$ cat src/rtl/greeble_pkg.sv
`default_nettype none
// ============================================================================
// Module   : greeble_pkg
// Brief    : Shared mode encodings, scan FSM states and default Galois taps.
// Revision : 1.0
// ============================================================================
package greeble_pkg;

    localparam logic [1:0] MODE_LEGACY = 2'b00;
    localparam logic [1:0] MODE_GALOIS = 2'b01;
    localparam logic [1:0] MODE_HOLD   = 2'b10;
    localparam logic [1:0] MODE_RELOAD = 2'b11;

    localparam logic [15:0] DEFAULT_GALOIS_TAPS = 16'hB400;

    typedef enum logic [1:0] {
        SCAN_IDLE = 2'd0,
        SCAN_RUN  = 2'd1,
        SCAN_DONE = 2'd2
    } scan_state_t;

endpackage
`default_nettype wire

$ cat src/rtl/greeble_core_v2.sv
`default_nettype none
// ============================================================================
// Module   : greeble_core_v2
// Brief    : One pseudo-random core: state/data registers and mode mux.
// Revision : 1.0
// ============================================================================
module greeble_core_v2
    import greeble_pkg::*;
#(
    parameter int                      DATA_W      = 8,
    parameter logic [2*DATA_W-1:0]     GALOIS_TAPS = (2*DATA_W)'(DEFAULT_GALOIS_TAPS)
) (
    input  logic              clk,
    input  logic              rst,
    input  logic              en,
    input  logic [1:0]        mode,
    input  logic              reseed,
    input  logic [DATA_W-1:0] seed,
    output logic [DATA_W-1:0] data
);

    localparam int c_SW = 2 * DATA_W;

    logic [c_SW-1:0]   r_state;
    logic [DATA_W-1:0] r_data;

    // Reload shares the reset/reseed path; it only acts when the core is enabled.
    always_ff @(posedge clk) begin
        if (rst || reseed || (en && (mode == MODE_RELOAD))) begin
            r_state <= {seed, seed};
            r_data  <= '0;
        end else if (en) begin
            case (mode)
                MODE_LEGACY: begin
                    r_state <= {r_state[c_SW-2:0],
                                r_state[c_SW-1] ^ r_state[c_SW-3] ^ seed[0]};
                    r_data  <= r_state[c_SW-1:DATA_W] + r_state[DATA_W-1:0] + seed;
                end
                MODE_GALOIS: begin
                    r_state <= (r_state >> 1) ^ (r_state[0] ? GALOIS_TAPS : '0);
                    r_data  <= r_state[c_SW-1:DATA_W] ^ r_state[DATA_W-1:0];
                end
                default: begin
                    r_state <= r_state;
                    r_data  <= r_data;
                end
            endcase
        end
    end

    assign data = r_data;

endmodule
`default_nettype wire

$ cat src/rtl/greeble_cluster_array.sv
`default_nettype none
// ============================================================================
// Module   : greeble_cluster_array
// Brief    : NUM_CORES greeble cores with XOR mix output and snapshot scan port.
// Revision : 1.0
// ============================================================================
module greeble_cluster_array
    import greeble_pkg::*;
#(
    parameter int                  NUM_CORES   = 16,
    parameter int                  DATA_W      = 8,
    parameter int                  SEED_OFFSET = 0,
    parameter logic [2*DATA_W-1:0] GALOIS_TAPS = (2*DATA_W)'(DEFAULT_GALOIS_TAPS),
    localparam int                 IDX_W       = $clog2(NUM_CORES)
) (
    input  logic              clk,
    input  logic              rst,
    input  logic              en,
    input  logic [1:0]        mode,
    input  logic              reseed,
    input  logic [DATA_W-1:0] global_seed,
    output logic [DATA_W-1:0] mix_out,
    output logic              mix_valid,
    input  logic              scan_start,
    output logic              scan_valid,
    input  logic              scan_ready,
    output logic [DATA_W-1:0] scan_data,
    output logic [IDX_W-1:0]  scan_idx,
    output logic              scan_busy,
    output logic              scan_done
);

    localparam logic [IDX_W-1:0] c_LAST_IDX = IDX_W'(NUM_CORES - 1);

    logic [DATA_W-1:0] w_seed   [NUM_CORES];
    logic [DATA_W-1:0] w_data   [NUM_CORES];
    logic [DATA_W-1:0] r_shadow [NUM_CORES];
    logic [DATA_W-1:0] w_mix;
    logic [DATA_W-1:0] r_mix;
    logic              r_mix_valid;
    logic [IDX_W-1:0]  r_idx;
    scan_state_t       r_scan_state;
    scan_state_t       w_scan_next;
    logic              w_scan_valid;
    logic              w_scan_busy;
    logic              w_scan_done;
    logic [DATA_W-1:0] w_scan_data;

    genvar i;
    generate
        for (i = 0; i < NUM_CORES; i++) begin : g_core
            assign w_seed[i] = global_seed + DATA_W'(SEED_OFFSET) + DATA_W'(i);

            greeble_core_v2 #(
                .DATA_W      (DATA_W),
                .GALOIS_TAPS (GALOIS_TAPS)
            ) u_core (
                .clk    (clk),
                .rst    (rst),
                .en     (en),
                .mode   (mode),
                .reseed (reseed),
                .seed   (w_seed[i]),
                .data   (w_data[i])
            );
        end
    endgenerate

    always_comb begin
        w_mix = '0;
        for (int k = 0; k < NUM_CORES; k++) begin
            w_mix = w_mix ^ w_data[k];
        end
    end

    always_ff @(posedge clk) begin
        if (rst) begin
            r_mix       <= '0;
            r_mix_valid <= 1'b0;
        end else begin
            r_mix       <= w_mix;
            r_mix_valid <= 1'b1;
        end
    end

    always_ff @(posedge clk) begin
        if (rst) begin
            r_scan_state <= SCAN_IDLE;
        end else begin
            r_scan_state <= w_scan_next;
        end
    end

    always_comb begin
        w_scan_next  = r_scan_state;
        w_scan_valid = 1'b0;
        w_scan_busy  = 1'b0;
        w_scan_done  = 1'b0;
        w_scan_data  = '0;
        case (r_scan_state)
            SCAN_IDLE: begin
                if (scan_start) begin
                    w_scan_next = SCAN_RUN;
                end
            end
            SCAN_RUN: begin
                w_scan_valid = 1'b1;
                w_scan_busy  = 1'b1;
                w_scan_data  = r_shadow[r_idx];
                if (scan_ready && (r_idx == c_LAST_IDX)) begin
                    w_scan_next = SCAN_DONE;
                end
            end
            SCAN_DONE: begin
                w_scan_busy = 1'b1;
                w_scan_done = 1'b1;
                w_scan_next = SCAN_IDLE;
            end
            default: begin
                w_scan_next = SCAN_IDLE;
            end
        endcase
    end

    // The shadow is written only on the IDLE->SCAN edge, so core activity never disturbs a stream.
    always_ff @(posedge clk) begin
        if (rst) begin
            r_idx <= '0;
            for (int k = 0; k < NUM_CORES; k++) begin
                r_shadow[k] <= '0;
            end
        end else if ((r_scan_state == SCAN_IDLE) && scan_start) begin
            r_idx <= '0;
            for (int k = 0; k < NUM_CORES; k++) begin
                r_shadow[k] <= w_data[k];
            end
        end else if ((r_scan_state == SCAN_RUN) && scan_ready && (r_idx != c_LAST_IDX)) begin
            r_idx <= r_idx + 1'b1;
        end
    end

    assign mix_out    = r_mix;
    assign mix_valid  = r_mix_valid;
    assign scan_valid = w_scan_valid;
    assign scan_busy  = w_scan_busy;
    assign scan_done  = w_scan_done;
    assign scan_data  = w_scan_data;
    assign scan_idx   = r_idx;

endmodule
`default_nettype wire

$ cat config.mk
export PLATFORM = sky130hd
export DESIGN_NAME = greeble_cluster_array
export DESIGN_NICKNAME = d
export VERILOG_FILES = /design/src/rtl/greeble_pkg.sv /design/src/rtl/greeble_core_v2.sv /design/src/rtl/greeble_cluster_array.sv
export SDC_FILE = /design/constraint.sdc
export NUM_CORES = 2
export LEC_CHECK = 0
export BUFFER_PORTS_ARGS = -buffer_cell sky130_fd_sc_hd__buf_2
export CELL_PAD_IN_SITES_DETAIL_PLACEMENT = 0
export CELL_PAD_IN_SITES_GLOBAL_PLACEMENT = 2
export CORE_UTILIZATION = 43
export CTS_CLUSTER_SIZE = 16
export DETAILED_ROUTE_END_ITERATION = 10
export GPL_TIMING_DRIVEN = 0
export PLACE_DENSITY = 0.85
export RECOVER_POWER = 50
export SLEW_MARGIN = 20
export SYNTH_ARGS = -nofsm -noshare
export SYNTH_HDL_FRONTEND = slang
export SYNTH_SLANG_ARGS = --single-unit
$ cat constraint.sdc
create_clock -name clk -period 9.35 [get_ports clk]
set_input_delay 0.4675 -clock clk [delete_from_list [all_inputs] [get_ports clk]]
set_output_delay 0.4675 -clock clk [all_outputs]
set_load 0.03 [all_outputs]
### Word level (Yosys, flattened, before mapping)

Memory sizes are Yosys's and may differ from the RTL's. A register that Yosys moved wholly into a read port is not among the register bits.
Cells that the tools add are included.

* add/sub/neg operators: 48
* multipliers: 0
* div/mod/pow operators: 0
* magnitude comparators: 0
* equality and inequality tests: 8
* shift-type cells: 0
* mux-type cells: 111
* bitwise gates (word level): 95
* reduce and logical (&&, ||, !) cells: 17

Operators by type and width (count)
* 2-to-1 mux 16 bit: 48
* one-hot mux 16 bit (2 select lines): 16
* adder 8 bit: 32
* one-hot mux 8 bit (2 select lines): 16
* bitwise XOR 15 x 16 -> 16 bit: 16
* bitwise XOR 8 bit: 31
* 2-to-1 mux 8 bit: 17
* adder 8 x 4 -> 8 bit, second input constant: 8
* adder 8 x 3 -> 8 bit, second input constant: 4
* bitwise XOR 1 bit: 32
* adder 8 x 2 -> 8 bit, second input constant: 2
* bitwise OR 1 bit: 16
* 2-to-1 mux 1 bit: 9
* adder 8 x 1 -> 8 bit, second input constant: 1
* 2-to-1 mux 4 bit: 2
* AND reduction 2 bit: 3
* logical AND 1 bit: 5
* adder 4 x 1 -> 4 bit, second input constant: 1
* equality test 2 x 1 -> 1 bit, second input constant: 2
* equality test 2 bit, second input constant: 2
* equality test 4 bit, second input constant: 1
* logical NOT 2 bit: 2
* 2-to-1 mux 2 bit: 2
* inequality test 2 bit, second input constant: 2
* other kinds (6): 9

* bits in registers: 399
* bits in latches: 0
* RAM bits: 128
* bits in read-only memories: 0
* bits of input ports: 16
* word-level logic and storage cells: 316
* memories: 1

Memory list
* r_shadow: words 16, bits a word 8, rd ports 1, clocked after Yosys merged registers in 1, wr ports 16, RTL line greeble_cluster_array.sv:37 `logic [DATA_W-1:0] r_shadow [NUM_CORES];`

### Longest topological paths before layout

* word-level depth: 15
* depth in mapped cells: 15

### Hierarchy

A second synthesis with hierarchy kept.

* cells, all modules: 3628
* area total of the unflattened synthesis: 36154.7 um^2

By module, submodules not included
* greeble_core_v2 at g_core[0].u_core ...: times used 10, cells each 183, area each 1721.7 um^2, seq. area each 640.6 um^2
* greeble_cluster_array: times used 1, cells each 704, area each 8660.8 um^2, seq. area each 4224.1 um^2
* greeble_core_v2 at g_core[14].u_core ...: times used 2, cells each 182, area each 1722.9 um^2, seq. area each 640.6 um^2
* greeble_core_v2 at g_core[12].u_core: times used 1, cells each 182, area each 1715.4 um^2, seq. area each 640.6 um^2
* greeble_core_v2 at g_core[1].u_core: times used 1, cells each 183, area each 1707.9 um^2, seq. area each 640.6 um^2
* greeble_core_v2 at g_core[13].u_core: times used 1, cells each 183, area each 1706.6 um^2, seq. area each 640.6 um^2
* greeble_core_v2 at g_core[11].u_core: times used 1, cells each 182, area each 1701.6 um^2, seq. area each 640.6 um^2

### Worst setup path before layout

OpenSTA, ideal clock, no wires.

* path type: input to register
* start point: in mode[0]
* end point: reg g_core[0].u_core.r_state[0] (enable)
* arrival time: 6.265 ns
* required time: 8.743 ns
* setup slack: 2.477 ns
* stages: 7
* buffers on the path: 3
* cells stage by stage: buf_2 -> inv_1 -> a21boi_0 -> nor3_1 -> clkbuf_1 -> buf_2 -> inv_1

* cells in the longest elaborated chain, start to end: 5
* elaborated cells between the ends (all ways): 8

RTL lines
* start, declared: RTL line greeble_cluster_array.sv:19 `input logic [1:0] mode,`
* equality test 2 bit: RTL line greeble_core_v2.sv:29 `if (rst || reseed || (en && (mode == MODE_RELOAD))) begin`
* logical AND 1 bit: RTL line greeble_core_v2.sv:29
* logical OR 1 bit: RTL line greeble_core_v2.sv:29
* nonzero test 3 bit (no source line) or nonzero test 2 bit (tied branches)
* AND reduction 2 bit (no source line) (*)
* end signal, assigned: RTL line greeble_core_v2.sv:30 `r_state <= {seed, seed};`
* end signal, assigned: RTL line greeble_core_v2.sv:35 `r_state <= {r_state[c_SW-2:0],`
* end signal, assigned: RTL line greeble_core_v2.sv:40 `r_state <= (r_state >> 1) ^ (r_state[0] ? GALOIS_TAPS : '0);`
* end, declared: RTL line greeble_core_v2.sv:24 `logic [c_SW-1:0] r_state;`

Every way passes the cells marked *; elsewhere a longest branch is shown, timed or not.
A chain may end at the register's enable or synchronous reset.

### Worst setup path after layout

* start point: in global_seed[1]
* end point: reg g_core[15].u_core.r_data[7]

* cells in the longest elaborated chain, start to end: 3

RTL lines
* start, declared: RTL line greeble_cluster_array.sv:21 `input logic [DATA_W-1:0] global_seed,`
* adder 8 x 4 -> 8 bit: RTL line greeble_cluster_array.sv:52 `assign w_seed[i] = global_seed + DATA_W'(SEED_OFFSET) + DATA_W'(i);`
* adder 8 bit: RTL line greeble_core_v2.sv:37 `r_data <= r_state[c_SW-1:DATA_W] + r_state[DATA_W-1:0] + seed;`
* one-hot mux 8 bit (2 select lines): RTL line greeble_core_v2.sv:33 `case (mode)`
* end signal, assigned: RTL line greeble_core_v2.sv:37
* end signal, assigned: RTL line greeble_core_v2.sv:41 `r_data <= r_state[c_SW-1:DATA_W] ^ r_state[DATA_W-1:0];`
* end signal, assigned: RTL line greeble_core_v2.sv:45 `r_data <= r_data;`
* end, declared: RTL line greeble_core_v2.sv:25 `logic [DATA_W-1:0] r_data;`

Every way passes these cells.

==> key figures <==
Clock network
  • Root Driver: clkbuf_16
  • Setup repair bufs after CTS: 0
  • CTS Buf Count: 66
  • Post-cts gate resize count: 0
  • CTS tree: built
  • Clock transition at path regs: 60 ps
  • Sink Count: 531
  • Clock Latency Late Sink: 630 ps
  • Maximum root-to-sink buffer count: 3
  • Cts hold-fix bufs: 0
  • # H-tree levels: 3

GRT
  • Initial antenna violation count: 15
  • Tot GR Track Use: 37.5%
  • Largest net degree at the start of global routing: 98
  • Grt total ovfl: 0
  • First-pass GRT wire length: 212 mm
  • Vias in the first global route: 27300

Floorplanning
  • Core area: 0.0793 mm²
  • Initial core utilization: 43.6%
  • Rows: 103
  • Die height: 285 µm
  • IO Count: 40
  • Die ar.: 0.0814 mm²
  • Die W: 285 µm

STA
  • # setup viols final: 0
  • Rel. slew slack: -116%
  • Fin worst setup slack: 2570 ps
  • Final Skew: 31.1 ps
  • Max-slew violations: 158
  • Least-Margin Pin Slew: 3240 ps
  • Endpoints failing hold: 0
  • Tmin final: 6780 ps
  • Tcrit/Tclk final: 72.5%
  • Fmax: 148 MHz
  • RSZ-0062 raised after global routing: false

Power
  • Worst vdd ir: 0.135 mV
  • Pleak: 0.0153 µW
  • P per Cell Area: 220 mW/mm²

Critical path
  • Setup CP Type: input port to flop
  • Data arrival, critical path: 7320 ps
  • Setup crit start kind: input port
  • Crit end category: flop
  • Crit-path max FO: 18
  • Critical Path RT: 9890 ps

Synth
  • Synthesized area per cell: 10.2 µm²
  • FF+latch count, synth: 531
  • Most frequent cell after synthesis: nand2_1
  • Ranking of synthesized cells by area: edfxtp_1, dfxtp_1, xnor2_1
  • Syn_nets: 3752
  • Yosys warnings: 0
  • Cell Area, Synth: 0.0345 mm²
  • Post-synth top area share: 33.4%
  • Synth top cells by count: nand2_1, edfxtp_1, xnor2_1
  • Count of cell types in the netlist: 59
  • Cells after Synth: 3400
  • Ys async rst share: 0%
  • Sequential area share after synthesis: 41.9%
  • Synth Flop Type: edfxtp_1
  • Top cell type by total area after synthesis: edfxtp_1
  • Post-synth EDFFs: 384

Routing
  • Final ANT Viol Nets: 0
  • Via density: 6.19
  • Via count: 28600
  • Initial DRC Count: 4099
  • Final wirelength: 153 mm
  • DRC viols: 0
  • DRT Pass-1 Iters: 6
  • Post-DR wirelength/cell: 33.1 µm

Placement
  • DP HPWL: 115 mm
  • # placed instances: 4498
  • Routability congestion estimate: 1.06
  • # port buffers: 36
  • Post-place instance area: 0.0363 mm²
  • Dpl ws: 3580 ps

Layout
  • Final #Nets: 3868
  • Finished Cell Area: 0.0383 mm²
  • Share of cells above drive strength 1: 6.67%
  • Area Overhead vs Synth: 10.9%
  • Fillers: 7454
  • Cell Count, Final, Fillers Out: 4625

Outcome
  • Failing checks: max-capacitance violations, max-slew violations
  • Status: complete, but fails checks

Min path
  • Hold WC Path Type: input port to flop

Job
  • Max-cap violations: 4
report_power, final:
| group | internal [µW] | switching [µW] | leakage [µW] |
|---|---|---|---|
| logic | 1060 | 1680 | 0.00905 |
| clock network | 1420 | 1120 | 0.00101 |
| registers | 2830 | 330 | 0.00522 |
critical path, stage by stage:
cell	delay (ps)
clkbuf_1	1800
inv_1	490
ha_1	1100
inv_1	760
fa_1	730
ha_1	180
inv_1	70
fa_1	460
nor2b_1	170
o31a_1	190
o21a_1	230
or4b_1	150
o2111ai_1	230
a211oi_1	260
worst paths after layout:
path,endpoint,slack [ps],start,cells past startpoint
max,g_core[15].u_core.data[7],2570,global_seed[1],14
min,r_scan_state[1],250,scan_start,3
max reg2reg,r_shadow[15][5],5550,r_scan_state[0],5
min reg2reg,g_core[13].u_core.data[5],460,g_core[13].u_core.data[5],2
cell families (layout without fill, tap and decap cells):
kind of cell,count (synthesis),after routing,share of synthesized area [%]
AND/OR/NAND/NOR,999,999,12.6
AO/OA/AOI/OAI,724,724,13.1
flip-flops,531,531,41.9
XOR/XNOR,365,365,9.42
buffers and inverters,365,533,4.24
adder cells (fa/ha/maj),336,336,15.0
multiplexers,80,80,3.77
other,0,7,0
through the flow:
stage	power [µW]	util, %	TNS (ps)	hold slack [ps]
final	8440	48.3	0	246
after detailed placement	5840	45.8	0	458
after CTS	8360	48.4	0	226
after floorplan	4910	-	0	438
after global placement	5800	45.4	-321800	455
after global routing	8760	48.3	0	245
sequential cells by signal, summed over array words and instances, names as in the netlist, named ones only:
signal	count
g_core.u_core.data	128
g_core.u_core.r_state	256
mix_out	8
mix_valid	1
r_scan_state	2
r_shadow	128
scan_idx	4
layout by cell type, fill, tap and decap left out, types with 14 or more instances in the layout:
cell type,n
a22oi_1,23
xnor2_1,300
fa_1,128
o22ai_1,26
edfxtp_1,384
o21ai_0,150
clkbuf_1,171
nor2_1,160
a21o_1,36
dfxtp_1,147
mux2i_1,40
a21oi_1,173
mux4_2,40
buf_2,54
inv_1,149
ha_1,208
xor2_1,60
o21a_1,23
nor2b_1,76
o221ai_1,43
and2_0,60
nand2_1,597
and2_1,52
o21bai_1,14
a31oi_1,176
clkbuf_16,66
buf_1,22
o211ai_1,14
layer usage:
layer	track usage (%)	share of wire (%)	vias to the layer above
li1	-	-	12100
met1	48.7	39	14200
met2	55.4	43	1849
met3	11.1	12	457
met4	21.6	6.6	16
met5	0	0.069	-
cell type report:
type                       count  area, µm²  area share [%]
antenna                        7       17.5          0.0457
buffer                       214        906            2.37
clock buffer                  85       1750            4.56
clock inverter                35        339           0.886
inverter                     151        577            1.51
multi-input combinational   2504      18600            48.6
sequential                   531      14500            37.8
tap                         1050       1310            3.43
timing repair buffer          48        308           0.804
(Power assumes the default switching activity.)
